==> src/rtl/stream_spill_reg.sv <==
// Two-entry spill register that cuts every combinational path between a valid/ready
// producer and consumer. Optional stall counter: define STREAM_SPILL_STALL_CNT_EN.
module stream_spill_reg #(
    parameter int unsigned DATA_WIDTH      = 32,
    parameter int unsigned STALL_CNT_WIDTH = 16
) (
    input  logic                       clk_i,
    input  logic                       rst_i,
    input  logic                       flush_i,
    input  logic                       valid_i,
    output logic                       ready_o,
    input  logic [DATA_WIDTH-1:0]      data_i,
    output logic                       valid_o,
    input  logic                       ready_i,
`ifdef STREAM_SPILL_STALL_CNT_EN
    output logic [STALL_CNT_WIDTH-1:0] stall_cnt_o,
`endif
    output logic [DATA_WIDTH-1:0]      data_o
);

    if (DATA_WIDTH < 1 || STALL_CNT_WIDTH < 1) begin : g_param_check
        $error("stream_spill_reg: DATA_WIDTH and STALL_CNT_WIDTH must be at least 1");
    end

    logic                  a_full_d, a_full_q;
    logic                  b_full_d, b_full_q;
    logic                  ready_d, ready_q;
    logic [DATA_WIDTH-1:0] a_data_d, a_data_q;
    logic [DATA_WIDTH-1:0] b_data_d, b_data_q;
    logic                  a_data_en, b_data_en;
    logic                  in_hs, out_hs, a_load;

    assign in_hs  = valid_i & ready_q;
    assign out_hs = a_full_q & ready_i;
    // Slot A may refill whenever its current beat leaves or it holds nothing.
    assign a_load = out_hs | ~a_full_q;

    // NOTE: every signal written here gets a default first, so no path leaves it unassigned and no latch is inferred.
    always_comb begin
        a_full_d  = a_full_q;
        b_full_d  = b_full_q;
        a_data_d  = a_data_q;
        b_data_d  = b_data_q;
        a_data_en = 1'b0;
        b_data_en = 1'b0;

        if (a_load) begin
            if (b_full_q) begin
                a_full_d  = 1'b1;
                a_data_d  = b_data_q;
                a_data_en = 1'b1;
                b_full_d  = 1'b0;
            end else if (in_hs) begin
                a_full_d  = 1'b1;
                a_data_d  = data_i;
                a_data_en = 1'b1;
            end else begin
                a_full_d  = 1'b0;
            end
        end else if (in_hs) begin
            b_full_d  = 1'b1;
            b_data_d  = data_i;
            b_data_en = 1'b1;
        end

        if (flush_i) begin
            a_full_d  = 1'b0;
            b_full_d  = 1'b0;
            a_data_en = 1'b0;
            b_data_en = 1'b0;
        end

        // ready_o is its own flop so the upstream side sees no logic after the register.
        ready_d = ~b_full_d;
    end

    // NOTE: sequential state uses non-blocking assignments so every flop samples pre-edge values.
    always_ff @(posedge clk_i or posedge rst_i) begin
        if (rst_i) begin
            a_full_q <= 1'b0;
            b_full_q <= 1'b0;
            ready_q  <= 1'b1;
        end else begin
            a_full_q <= a_full_d;
            b_full_q <= b_full_d;
            ready_q  <= ready_d;
        end
    end

    // NOTE: payload flops are reset too, so data_o is a known 0 rather than X before the first beat.
    always_ff @(posedge clk_i or posedge rst_i) begin
        if (rst_i) begin
            a_data_q <= '0;
            b_data_q <= '0;
        end else begin
            if (a_data_en) a_data_q <= a_data_d;
            if (b_data_en) b_data_q <= b_data_d;
        end
    end

    assign valid_o = a_full_q;
    assign data_o  = a_data_q;
    assign ready_o = ready_q;

`ifdef STREAM_SPILL_STALL_CNT_EN
    logic [STALL_CNT_WIDTH-1:0] stall_cnt_d, stall_cnt_q;

    always_comb begin
        stall_cnt_d = stall_cnt_q;
        if (flush_i) begin
            stall_cnt_d = '0;
        end else if (a_full_q && !ready_i && (stall_cnt_q != '1)) begin
            stall_cnt_d = stall_cnt_q + STALL_CNT_WIDTH'(1);
        end
    end

    always_ff @(posedge clk_i or posedge rst_i) begin
        if (rst_i) begin
            stall_cnt_q <= '0;
        end else begin
            stall_cnt_q <= stall_cnt_d;
        end
    end

    assign stall_cnt_o = stall_cnt_q;
`endif

endmodule

==> config.mk <==
export PLATFORM = sky130hd
export DESIGN_NAME = stream_spill_reg
export DESIGN_NICKNAME = d
export VERILOG_FILES = /design/src/rtl/stream_spill_reg.sv
export SDC_FILE = /design/constraint.sdc
export NUM_CORES = 1
export LEC_CHECK = 0
export BUFFER_PORTS_ARGS = -buffer_cell sky130_fd_sc_hd__buf_2
export CORE_ASPECT_RATIO = 0.8
export CORE_UTILIZATION = 45
export DETAILED_ROUTE_END_ITERATION = 12
export PLACE_DENSITY = 0.72
export SETUP_SLACK_MARGIN = 0.15
export SYNTH_ARGS = -nofsm -noshare
export SYNTH_HDL_FRONTEND = slang
export SYNTH_SLANG_ARGS = --single-unit
==> constraint.sdc <==
create_clock -name clk_i -period 2 [get_ports clk_i]
set_input_delay 0.2 -clock clk_i [delete_from_list [all_inputs] [get_ports clk_i]]
set_output_delay 0.2 -clock clk_i [all_outputs]
set_load 0.005 [all_outputs]
### Yosys cells after proc, flatten, opt, wreduce, memory -nomap -nowiden

Index checks and enable logic that the tools add are counted.

* flip-flop bits (word level): 67
* bits of input ports: 37
* output and inout bits: 34
* logic and storage cells: 28

* mux-type cells: 13
* bitwise operators: 6
* reduce and logical (&&, ||, !) cells: 4

Operators by type and width (number)
* $mux W32: 2
* $mux W1: 11
* $reduce_and A3 Y1: 2
* $reduce_bool A2 Y1: 2
* $not A1 Y1: 3
* $and A1 B1 Y1: 2
* $or A1 B1 Y1: 1

### Longest topological paths before layout

* depth in word-level cells: 6
* mapped depth: 5

### Least setup slack after synthesis

OpenSTA, ideal clock, no wires.

* kind: register to register
* start: register b_full_q
* end: register a_data_q[23] (netlist: data_o[23])
* arrival time: 1.414 ns
* slack: 0.458 ns
* cell stages (with the launch flop): 5
* path buffers: 2
* cell sequence: dfrtp_1 -> buf_2 -> clkbuf_1 -> mux2_2 -> mux2_1

* word-level cells in the longest chain between the ends: 4
* elaborated cells between the ends (all ways): 6
* those cells by class: mux (4); reduce/logical (2)

Ends and longest elaborated chain
* start: declaration: RTL line 26 `logic b_full_d, b_full_q;`
* start signal: assignment: RTL line 85 `b_full_q <= b_full_d;`
* $mux W1: RTL line 48 `if (b_full_q) begin`
* $mux W1: RTL line 47 `if (a_load) begin`
* $mux W1: RTL line 66 `if (flush_i) begin`
* $reduce_and A3 Y1 (no line)
* end signal: assignment: RTL line 96 `if (a_data_en) a_data_q <= a_data_d;`
* end: declaration: RTL line 28 `logic [DATA_WIDTH-1:0] a_data_d, a_data_q;`

Parallel ways exist; a longest one is shown, timed or not.
A chain may end at the register's enable or synchronous reset.

### Final worst setup path

* start: register a_full_q (netlist: valid_o)
* end: register b_data_q[8]

* word-level cells in the longest chain between the ends: 5
* elaborated cells between the ends (all ways): 7
* those cells by class: mux (2); bitwise (4); reduce/logical (1)

Ends and longest elaborated chain
* start: declaration: RTL line 25 `logic a_full_d, a_full_q;`
* start signal: assignment: RTL line 84 `a_full_q <= a_full_d;`
* $and A1 B1 Y1 / $not A1 Y1 (equally long branches): RTL line 34, 36
* $or A1 B1 Y1 (*): RTL line 36 `assign a_load = out_hs | ~a_full_q;`
* $mux W1: RTL line 47
* $mux W1: RTL line 66
* $reduce_and A3 Y1 (no line) (*)
* end signal: assignment: RTL line 97 `if (b_data_en) b_data_q <= b_data_d;`
* end: declaration: RTL line 29 `logic [DATA_WIDTH-1:0] b_data_d, b_data_q;`

Every way passes the cells marked *; elsewhere a longest branch is shown, timed or not.

==> out/metrics.yaml <==
grt_max_degree: 31
final_common_cell: "buf_2"
rr_worst_depth: 4
fin_setup_tns_ns: 0
final.min_clock_period_ns: 1.67
vdd_ir_drop_max_v: 0.000595
clk_pin_slew_ns: 0.07
num_rows: 25
numPortBuffers: 70
grt_use_total: 0.179
syn_area_mm2: 0.00292
cap_violations: 0
grt-ovfl-total: 0
fp.dieH_um: 74.0
cp.arrival_ns: 1.89
regToRegSetupSlack_ns: 0.33
clk-insertion-delay-late_ns: 0.34
worst_slack_ns: 0.332
register_area_mm2: 0.00168
grt_pass1_vias: 1815
cts_resized: 0
post_dp_cell_area_mm2: 0.00337
final_cell_area_mm2: 0.00356
io_pins: 71
hpwlAfterDp_um: 3780
r2r-start: "valid_o"
finalSetupViolations: 0
die_w_um: 92.0
avgSynthCellArea_um2: 15.8
p_leak_nw: 1.66
fin_skew_ns: 0.00404
syn_inst: 184
area_growth_pct: 22.2
ys_seq_area_frac: 0.576
drc: 0
reg2reg_to: "b_data_q[8]"
root_buffer: "clkbuf_8"
power.total_mw: 3.45
yosysWarnings: 0
grt_pass1_wl_um: 8870
cts_setup_buffers: 0
synth_nets: 221
cts_tree: "yes"
cts_inserted_buffers: 9
core_area_mm2: 0.00607
htree_num_levels: 3
outcome: "completed"
routed_wl_um: 5310
fill_cells: 520
pre_cts_ws_ns: 0.330
cellPowerDensity_mw_per_mm2: 969
initial_core_util: 0.480
yosysUniqueCellTypes: 16
hold_depth: 2
drt-initial-drc-count: 58
multi_input_area_mm2: 0.00116
worstPathRequired_ns: 2.22
gp_congestion: 0.739
relSlewSlack: 0.591
min_to: "b_data_q[2]"
path_max_fanout: 17
min_from: "data_i[2]"
vias: 1748
ys_ff_latch: 67
fin_crit_sh: 0.834
tightestPinTransition_ns: 0.612
layout-drive-gt1-share: 0.604
final_nets: 301
fmax_ghz: 0.600
rsz0062_at_grt: "false"
cts_sinks: 67
endpoint_kind: "flop"
antenna_found_initial: 0
startpoint_type: "flop"
critPathKind: "reg -> reg"
die_area_mm2: 0.00681
hold_path_class: "in -> reg"
antenna_cells: 0
hold_violations: 0
first_pass_iters: 3
antenna_left: 0
vias_per_cell: 5.01
final_cell_mix: "70 x buf_2, 66 x dfrtp_1, 64 x mux2_2"
clk_path_buf_depth: 2
finalMaxSlewViolations: 0
wl_per_cell_um: 15.2
-- cell usage after synthesis --
master / instances / share of area
nor3_2: 1 / 0.0034
clkbuf_1: 3 / 0.0039
buf_8: 3 / 0.015
nor2b_1: 1 / 0.0021
mux2_2: 64 / 0.25
mux2_1: 32 / 0.12
or2_2: 1 / 0.0021
inv_1: 2 / 0.0026
or3b_4: 1 / 0.0039
buf_2: 4 / 0.0069
nand2_1: 2 / 0.0026
nor2_8: 1 / 0.0069
a21oi_1: 1 / 0.0017
dfstp_2: 1 / 0.0090
or3_1: 1 / 0.0021
dfrtp_1: 66 / 0.57
-- flip-flops by register name, summed over array words and instances, names as in the netlist --
name	cells
valid_o	1
b_data_q	32
b_full_q	1
data_o	32
ready_o	1
-- worst max path at each step --
stage          slack [ns]     start            to
3_3_place_gp         0.40   ready_i   b_data_q[7]
2_1_floorplan        0.46  b_full_q    data_o[23]
3_5_place_dp         0.33   valid_o   b_data_q[8]
6_report             0.33   valid_o   b_data_q[8]
4_1_cts              0.32   valid_o   b_data_q[8]
5_1_grt              0.27   valid_o  b_data_q[28]
-- worst max-delay path, stage by stage, from the launching register on --
cell     delay [ns]
dfrtp_1        0.36
or3b_4         0.43
nor2_8         0.12
buf_4          0.27
mux2_2         0.37
-- what timing repair did --
action,CTS,global route
hold buffers,1,0
setup endpoints to repair,0,0
hold endpoints to repair,25,0
-- layer usage --
metal / routed length [µm] / track usage / share of wire / up-vias
met5: 0 / 0 / 0 / -
met4: 89 / 0.0729 / 0.017 / 0
met3: 266 / 0.0726 / 0.050 / 8
met2: 2550 / 0.291 / 0.48 / 41
met1: 2400 / 0.216 / 0.45 / 885
li1: - / - / - / 814
-- logic make-up (layout without fill, tap and decap cells) --
group	after synthesis	in the layout	synth area share
and+or+nand+nor	8	8	0.0232
muxes	96	96	0.371
buffers and inverters	12	96	0.0288
DFF	67	67	0.576
AOI/OAI and AO/OA	1	1	0.00172
-- through the flow --
stage | cells | util | hold slack [ns]
detailed placement | 333 | 0.556 | 0.311
floorplan | 184 | - | 0.335
global placement | 333 | 0.556 | 0.310
finish | 349 | 0.587 | 0.0826
CTS | 349 | 0.587 | 0.0665
global route | 349 | 0.587 | 0.0742
-- power breakdown --
| group | leakage (nW) | internal (mW) | switching [mW] | total [mW] |
|---|---|---|---|---|
| sequential | 0.806 | 1.68 | 0.148 | 1.83 |
| combinational | 0.758 | 0.376 | 0.233 | 0.609 |
| clock | 0.0953 | 0.541 | 0.472 | 1.01 |
-- layout make-up --
cell class | count | share of cell area
sequential | 67 | 0.471
multi-input combinational | 105 | 0.326
timing repair buffer | 79 | 0.122
clock buffer | 13 | 0.0474
tap | 81 | 0.0285
inverter | 2 | 0.00316
clock inverter | 2 | 0.00281
(Power assumes the default switching activity.)
